===== config.mk =====
export PLATFORM = sky130hd
export DESIGN_NAME = delay_sched_flat
export DESIGN_NICKNAME = d
export VERILOG_FILES = /design/src/rtl/delay_sched_if.sv /design/src/rtl/delay_sched.sv /design/src/flat_wrapper.sv
export SDC_FILE = /design/constraint.sdc
export NUM_CORES = 1
export LEC_CHECK = 0
export CORE_MARGIN = 10
export CORE_UTILIZATION = 44
export DETAILED_ROUTE_END_ITERATION = 10
export PLACE_DENSITY_LB_ADDON = 0.3
export SYNTH_ARGS = -nofsm -noshare
export SYNTH_HDL_FRONTEND = slang
export SYNTH_SLANG_ARGS = --single-unit

===== constraint.sdc =====
create_clock -name clk -period 2.7 [get_ports clk]
set_clock_uncertainty 0.2 [all_clocks]
set_input_delay 0.54 -clock clk [delete_from_list [all_inputs] [get_ports clk]]
set_output_delay 0.54 -clock clk [all_outputs]
set_load 0.05 [all_outputs]

===== src/rtl/delay_sched_if.sv =====
// delay_sched_if: request/response bundle between requesters and the shared delay timer.
// Signals:
//   req    requester -> timer, per-requester level request
//   len    requester -> timer, per-requester delay length (slice i = len[i*CBITS +: CBITS])
//   busy   timer -> requester, counter owned (RUN or DONE)
//   gnt_id timer -> requester, index of current/last owner
//   cnt    timer -> requester, current counter value
//   done   timer -> requester, one-hot one-cycle expiry pulse
//   abort  timer -> requester, one-cycle pulse when the owner withdraws during RUN
interface delay_sched_if #(
    parameter int NREQ  = 4,
    parameter int CBITS = 10,
    parameter int IDW   = 2
);
    logic [NREQ-1:0]       req;
    logic [NREQ*CBITS-1:0] len;
    logic                  busy;
    logic [IDW-1:0]        gnt_id;
    logic [CBITS-1:0]      cnt;
    logic [NREQ-1:0]       done;
    logic                  abort;
    modport master (output req, len, input busy, gnt_id, cnt, done, abort);
    modport slave  (input req, len, output busy, gnt_id, cnt, done, abort);
endinterface


===== src/rtl/delay_sched.sv =====
// delay_sched: one delay counter time-shared among NREQ requesters with round-robin grant.
// Ports:
//   clk  clock, all state updates on posedge
//   rst  synchronous active-high reset
//   bus  delay_sched_if slave side (req/len in; busy/gnt_id/cnt/done/abort out, all registered)
module delay_sched #(
    parameter int NREQ  = 4,
    parameter int CBITS = 10,
    parameter int IDW   = 2
) (
    input  logic          clk,
    input  logic          rst,
    delay_sched_if.slave  bus
);
    localparam logic [1:0] IDLE = 2'd0;
    localparam logic [1:0] RUN  = 2'd1;
    localparam logic [1:0] DONE = 2'd2;
    logic [1:0]       state_q, state_d;
    logic [IDW-1:0]   gnt_q, gnt_d, ptr_q, ptr_d, win, nxt;
    logic [CBITS-1:0] cnt_q, cnt_d, len_q, len_d;
    logic [NREQ-1:0]  done_q, done_d;
    logic             abort_q, abort_d, found;
    // Scan offsets from the far end down so the nearest asserted request at/after ptr wins.
    always_comb begin
        win   = '0;
        found = 1'b0;
        for (int k = NREQ - 1; k >= 0; k--) begin
            if (bus.req[(int'(ptr_q) + k) % NREQ]) begin
                win   = IDW'((int'(ptr_q) + k) % NREQ);
                found = 1'b1;
            end
        end
    end
    assign nxt = (gnt_q == IDW'(NREQ - 1)) ? '0 : gnt_q + 1'b1;
    always_comb begin
        state_d = state_q;
        gnt_d   = gnt_q;
        ptr_d   = ptr_q;
        cnt_d   = cnt_q;
        len_d   = len_q;
        done_d  = '0;
        abort_d = 1'b0;
        case (state_q)
            IDLE: begin
                cnt_d = '0;
                if (found) begin
                    state_d = RUN;
                    gnt_d   = win;
                    len_d   = bus.len[int'(win)*CBITS +: CBITS];
                end
            end
            RUN: begin
                // Withdrawal outranks expiry so done and abort never coincide.
                if (!bus.req[gnt_q]) begin
                    state_d = IDLE;
                    abort_d = 1'b1;
                    ptr_d   = nxt;
                    cnt_d   = '0;
                end else if (cnt_q == len_q) begin
                    state_d = DONE;
                    done_d  = NREQ'(1) << gnt_q;
                end else begin
                    cnt_d = cnt_q + 1'b1;
                end
            end
            DONE: begin
                state_d = IDLE;
                cnt_d   = '0;
                ptr_d   = nxt;
            end
            default: state_d = IDLE;
        endcase
    end
    always_ff @(posedge clk) begin
        if (rst) begin
            state_q <= IDLE;
            gnt_q   <= '0;
            ptr_q   <= '0;
            cnt_q   <= '0;
            len_q   <= '0;
            done_q  <= '0;
            abort_q <= 1'b0;
        end else begin
            state_q <= state_d;
            gnt_q   <= gnt_d;
            ptr_q   <= ptr_d;
            cnt_q   <= cnt_d;
            len_q   <= len_d;
            done_q  <= done_d;
            abort_q <= abort_d;
        end
    end
    assign bus.busy   = state_q != IDLE;
    assign bus.gnt_id = gnt_q;
    assign bus.cnt    = cnt_q;
    assign bus.done   = done_q;
    assign bus.abort  = abort_q;
endmodule


===== src/flat_wrapper.sv =====
// flat-port wrapper written by rule: the top's interface ports become plain ports
module delay_sched_flat 
#(
    parameter int NREQ  = 4,
    parameter int CBITS = 10,
    parameter int IDW   = 2
)
  (clk, rst, bus_req, bus_len, bus_busy, bus_gnt_id, bus_cnt, bus_done, bus_abort);
  delay_sched_if #(.NREQ(NREQ), .CBITS(CBITS), .IDW(IDW)) bus_i ();
  input  logic clk;
  input  logic rst;
  input wire logic [$bits(bus_i.req)-1:0] bus_req;
  input wire logic [$bits(bus_i.len)-1:0] bus_len;
  output wire logic [$bits(bus_i.busy)-1:0] bus_busy;
  output wire logic [$bits(bus_i.gnt_id)-1:0] bus_gnt_id;
  output wire logic [$bits(bus_i.cnt)-1:0] bus_cnt;
  output wire logic [$bits(bus_i.done)-1:0] bus_done;
  output wire logic [$bits(bus_i.abort)-1:0] bus_abort;
  assign bus_i.req = bus_req;
  assign bus_i.len = bus_len;
  assign bus_busy = bus_i.busy;
  assign bus_gnt_id = bus_i.gnt_id;
  assign bus_cnt = bus_i.cnt;
  assign bus_done = bus_i.done;
  assign bus_abort = bus_i.abort;
  delay_sched #(.NREQ(NREQ), .CBITS(CBITS), .IDW(IDW)) u_core (.clk(clk), .rst(rst), .bus(bus_i));
endmodule

# Word level (Yosys, flattened, before mapping)
# Index checks and enable logic that the tools add are counted.
# op_classes
addsub	5
order_cmp	5
mul	1
shifts	2
n_mux	32
eq_ne	8
reduce_logical	14
n_bitwise	6
# op_table
op	count
$shiftx A40 B32 Y10	1
$mux W10	2
$pmux W10 S2	1
$mux W2	9
$mux W1	13
$lt A3 B4 Y1 const B	3
$add A10 B1 Y10 const B	1
$bmux W1 S2	5
$eq A10 B10 Y1	1
$reduce_or A2 Y1	5
$pmux W2 S2	2
$reduce_and A2 Y1	4
$lt A2 B3 Y1 const B	2
$ne A3 B3 Y1 const B	2
$reduce_bool A2 Y1	3
$mul A2 B3 Y5 const B	1
$add A2 B1 Y2 const B	2
$add A2 B2 Y2 const B	2
$eq A2 B2 Y1 const B	2
$reduce_or A4 Y1	1
$shl A1 B2 Y4 const A	1
$and A1 B1 Y1 const A	3
$not A1 Y1	3
$eq A2 B1 Y1 const B	1
3 further kinds	3
# word_totals
register_bits	31
output_inout_bits	18
wordCells	80

# Longest topological paths before layout
# Gate-level depths: netlist of the first run.
# depth
depth_word	12
ltp_mapped	7

# Least setup slack after synthesis of the first run
# No wires, ideal clock.
# synth_timing
path_type	flip-flop to flip-flop
from	register u_core.gnt_q[0], in the netlist u_core.bus.gnt_id[0]
to	register u_core.ptr_q[0]
stages_incl_launch_ff	6
path_slack_ps	344
n_path_buf	0
period_less_slack_ps	2356
setup_ps	124
arrival_ps	2032
path_cell_list	dfxtp_1 mux4_2 or3b_1 o21ai_2 mux2i_1 nor2_1
# synth_via
elab_chain_cells	4
word_cells_on_any_way	9
# synth_lines
element	line	rtl
start: declaration	delay_sched.sv:19	logic [IDW-1:0] gnt_q, gnt_d, ptr_q, ptr_d, win, nxt;
start signal: assignment	delay_sched.sv:85	gnt_q <= gnt_d;
$add A2 B1 Y2, or another cell as far along	delay_sched.sv:34	assign nxt = (gnt_q == IDW'(NREQ - 1)) ? '0 : gnt_q + 1'b1;
$mux W2 or $mux W1 (tied branches)	delay_sched.sv:34, delay_sched.sv:54	
$mux W2 or $ne A2 B2 Y1 (tied branches)	-	
$pmux W2 S2 or $reduce_and A2 Y1 (tied branches)	-	
end signal: assignment	delay_sched.sv:86	ptr_q <= ptr_d;
end: declaration	delay_sched.sv:19	
# Several ways; a longest one is shown, not always the timed one. The select of a mux whose other input is x is not followed.
# A chain may end at the register's enable or synchronous reset.

# Final worst setup path of the first run
# layout_timing
from	register u_core.state_q[0]
to	output bus_busy
# layout_via
elab_chain_cells	1
# layout_lines
element	line	rtl
start: declaration	delay_sched.sv:18	logic [1:0] state_q, state_d;
start signal: assignment	delay_sched.sv:84	state_q <= state_d;
$reduce_bool A2 Y1	delay_sched.sv:93	assign bus.busy = state_q != IDLE;
end: declaration	flat_wrapper.sv:14	output wire logic [$bits(bus_i.busy)-1:0] bus_busy;
# No other way between the ends.

==> results of run 1 <==
==> synthesized netlist by cell type, drive strengths merged, types with 2 or more instances <==
cell / instances
dfxtp: 31
mux2i: 23
nand2: 23
nor2: 17
a21oi: 10
o221ai: 10
xor2: 10
buf: 8
nand3: 8
o311ai: 7
a31oi: 6
inv: 6
nand4: 4
o21ai: 4
clkbuf: 3
nand2b: 3
nor4: 3
a311oi: 2
and3: 2
ha: 2
nor3: 2
nor3b: 2
or2: 2
==> per-layer routing <==
| metal | GRT usage (%) | up-vias |
|---|---|---|
| met5 | 0 | - |
| met4 | 4.01 | 0 |
| met3 | 6.47 | 5 |
| met2 | 23.9 | 66 |
| met1 | 17.6 | 827 |
| li1 | - | 879 |
==> worst max path at each step <==
stage	depth (start not counted)	slack, ps	start	to
6_report	2	270	u_core.state_q[0]	bus_busy
5_1_grt	6	120	bus_req[3]	u_core.len_q[9]
4_1_cts	2	270	u_core.state_q[0]	bus_busy
3_5_place_dp	6	80	bus_req[3]	u_core.len_q[3]
3_3_place_gp	6	100	bus_req[3]	u_core.len_q[0]
2_1_floorplan	5	340	u_core.bus.gnt_id[0]	u_core.ptr_q[0]
==> registers in the layout, indices dropped and copies added (netlist names) <==
signal	flops
u_core.bus.abort	1
u_core.state_q	2
u_core.bus.cnt	10
u_core.bus.gnt_id	2
u_core.len_q	10
u_core.ptr_q	2
u_core.bus.done	4
==> power groups by stage <==
| stage | logic [mW] | clock network (mW) | registers, mW |
|---|---|---|---|
| after global routing | 0.382 | 0.496 | 0.529 |
| after global placement | 0.343 | 0 | 0.532 |
| final | 0.350 | 0.465 | 0.524 |
| after detailed placement | 0.349 | 0 | 0.534 |
| after CTS | 0.352 | 0.470 | 0.524 |
| after floorplan | 0.202 | 0 | 0.546 |
==> per-stage QoR <==
stage               hold slack (ps)  cell area (um2)
floorplan                       253             1730
global placement                272             2440
detailed placement              269             2440
CTS                             287             2560
global route                    305             2560
finish                          287             2560
==> critical path, stage by stage, from the launching register on <==
cell and delay, ps:
dfxtp_1 390, or2_1 200, clkdlybuf4s50_1 830
==> kinds of logic after synthesis <==
family,count (synthesis)
compound gates,42
simple gates,73
buf+inv,17
flops,31
mux,24
fa+ha+maj,2
xor+xnor,10
==> cell type report <==
type,instances,share of cell area [%]
Timing Repair Buffer,71,27.5
Sequential cell,31,24.3
Inverter,6,0.880
Multi-Input combinational cell,151,40.4
Clock buffer,6,3.23
Tap cell,48,2.35
Clock inverter,2,1.37
==> cells in the final DEF (no fill, tap or decap), types with 7 or more instances in the layout <==
master,count
o221ai_1,10
a21oi_1,9
nor2_1,17
mux2i_1,23
nand3_1,8
o311ai_0,7
buf_4,7
dfxtp_1,31
clkdlybuf4s50_1,63
xor2_1,10
nand2_1,23
==> summary.txt, run 1 <==
GRT
  • Pin count of the biggest net entering global routing: 22
  • GRT Util Overall: ~15%
  • Initial antenna violation count: 0
  • First-pass GRT wire length: just over 8000 um
  • GR Overflow Total: 0
  • Vias in the first global route: between 1500 and 2000

Yosys
  • Top_reg_cell synth: dfxtp_1
  • Most area-hungry cell type in the Yosys netlist: dfxtp_1
  • Post-Synth Adder-Cell Area: roughly 1.4%
  • XOR/XNOR Fraction of Synth Area: under 10%
  • Mapped Cells: about 200
  • Simple-Gate Fraction of Synth Area: 20.9%
  • Synth Cell Area: approximately 1700 um2
  • Synth Area in Compound Gates: between 10% and 20%
  • Average cell area after synthesis: roughly 8.7 um2
  • Synth warn: 0
  • Mux contribution to synthesized area: about 15%
  • Main combinational cell family by area after synthesis: simple AND/OR/NAND/NOR gates
  • Register area share after synthesis: 35.8%
  • Net Count, Synth: approximately 250
  • Top area cells in the synthesized netlist: dfxtp_1, mux2i_1, o221ai_1
  • Distinct cells, synth: 39
  • Yosys reg bits: 31
  • Post-synth top area share: between 30 and 40%
  • Post-synth EDFFs: 0
  • FFs w/ async S/R, synth: 0%

Layout
  • Register area: a little over 600 um2
  • Final Util: 68.3%
  • Layout area overhead: 47.5%
  • Ant diodes: 0
  • Share of layout cells above drive strength 1: between 8 and 9%
  • Fill cells: 330
  • Area occupied by multi-input gates: ~1000 um2
  • # nets final: around 310
  • Non-Filler Instances: 315

Clock tree
  • CTS sink count: 31
  • Clock-pin transition on the worst setup and hold timing paths: approximately 70 ps
  • Bufs on Longest Clock Path: 2
  • Post-CTS sizing: 0
  • CTS tree: done
  • Setup Buffers After CTS: 0
  • Clk Latency, worst-skew pair: approximately 280 ps
  • Clock buffer count from CTS: 5
  • Hold-fix buffers, CTS: 0
  • CTS Root Cell: clkbuf_8
  • H-tree lvl count: 2

STA
  • Worst slew margin: roughly 65%
  • RSZ-0062 raised after global routing: no
  • Fmax: approximately 410 MHz
  • Hold Fails Final Rpt: 0
  • TNS Setup: 0 ps
  • Post-route setup slack: ~270 ps
  • Slew @ Worst Pin: approximately 520 ps
  • Final Max Slew Viols: 0
  • Fin crit period: between 2000 and 2500 ps
  • Endpoints failing setup: 0
  • Period utilisation layout: about nine tenths

Die
  • Row count: 22
  • Die Wd: ~83 um
  • Die Ht: 82.8 um
  • I/O pins: 64
  • Die ar.: 6850 um2
  • Core box area: roughly 3700 um2
  • Initial core utilization: between 40% and 50%

Pwr
  • IR drop worst, VDD: between 0.2 and 0.25 mV
  • P_sw: roughly 0.38 mW
  • P_int: 0.963 mW
  • Pwr Density: about 520 nW/um2
  • Combinational Power Share: about a quarter
  • Flop pwr share: roughly two fifths
  • Net Sw Frac: between 20% and 30%
  • PnR Total Power: between 1 and 1.5 mW
  • Leakage Power: ~0.96 nW
  • Clock Power Share: roughly a third

Drt
  • DR vias/cell: 5.64
  • Met2 WL: approximately 2300 um
  • DRT Pass-1 Iters: 4
  • Top routing layer in use: met4
  • Final WL: 4870 um
  • DR iter-0 viols: 156
  • M1 WL: 2060 um
  • Routed WL per cell: 15.5 um
  • Met3 wire len: about 500 um
  • Total number of vias: 1777
  • ANT nets after route: 0
  • DRC viols: 0

Outcome
  • Status: complete, no violations

Setup path
  • End of the worst register-to-register path: u_core.bus.cnt[8]
  • WP data arrival: 1690 ps
  • Worst Setup End Kind: primary output
  • Critical path class: register to primary output
  • R2R Path Start: u_core.bus.gnt_id[0]
  • CP required: between 1500 and 2000 ps
  • Critical path fanouts, max: 5
  • Worst reg2reg path depth: 5
  • R2r setup slk: between 500 and 600 ps
  • CP Launch Type: register

Placement
  • GP Congestion: around 0.86
  • Cell Count Post-Placement: between 300 and 400
  • HPWL after DPL: roughly 3800 um
  • I/O Buffers: 63
  • Placement Setup Slack: 76.8 ps

Job
  • Max Cap Violations: 0

Hold path
  • Hold Path Stages: 2
  • Worst Hold End: u_core.len_q[1]
  • Worst Min Path Start: u_core.len_q[1]
  • Worst min path class: register to register
Power figures use the tool's default switching activity.
==> run 2: changes to the inputs <==
CAP_MARGIN = 20   (was default)
==> results of run 2 <==
No change in the layout: final DEF, timing and power equal those of run 1.
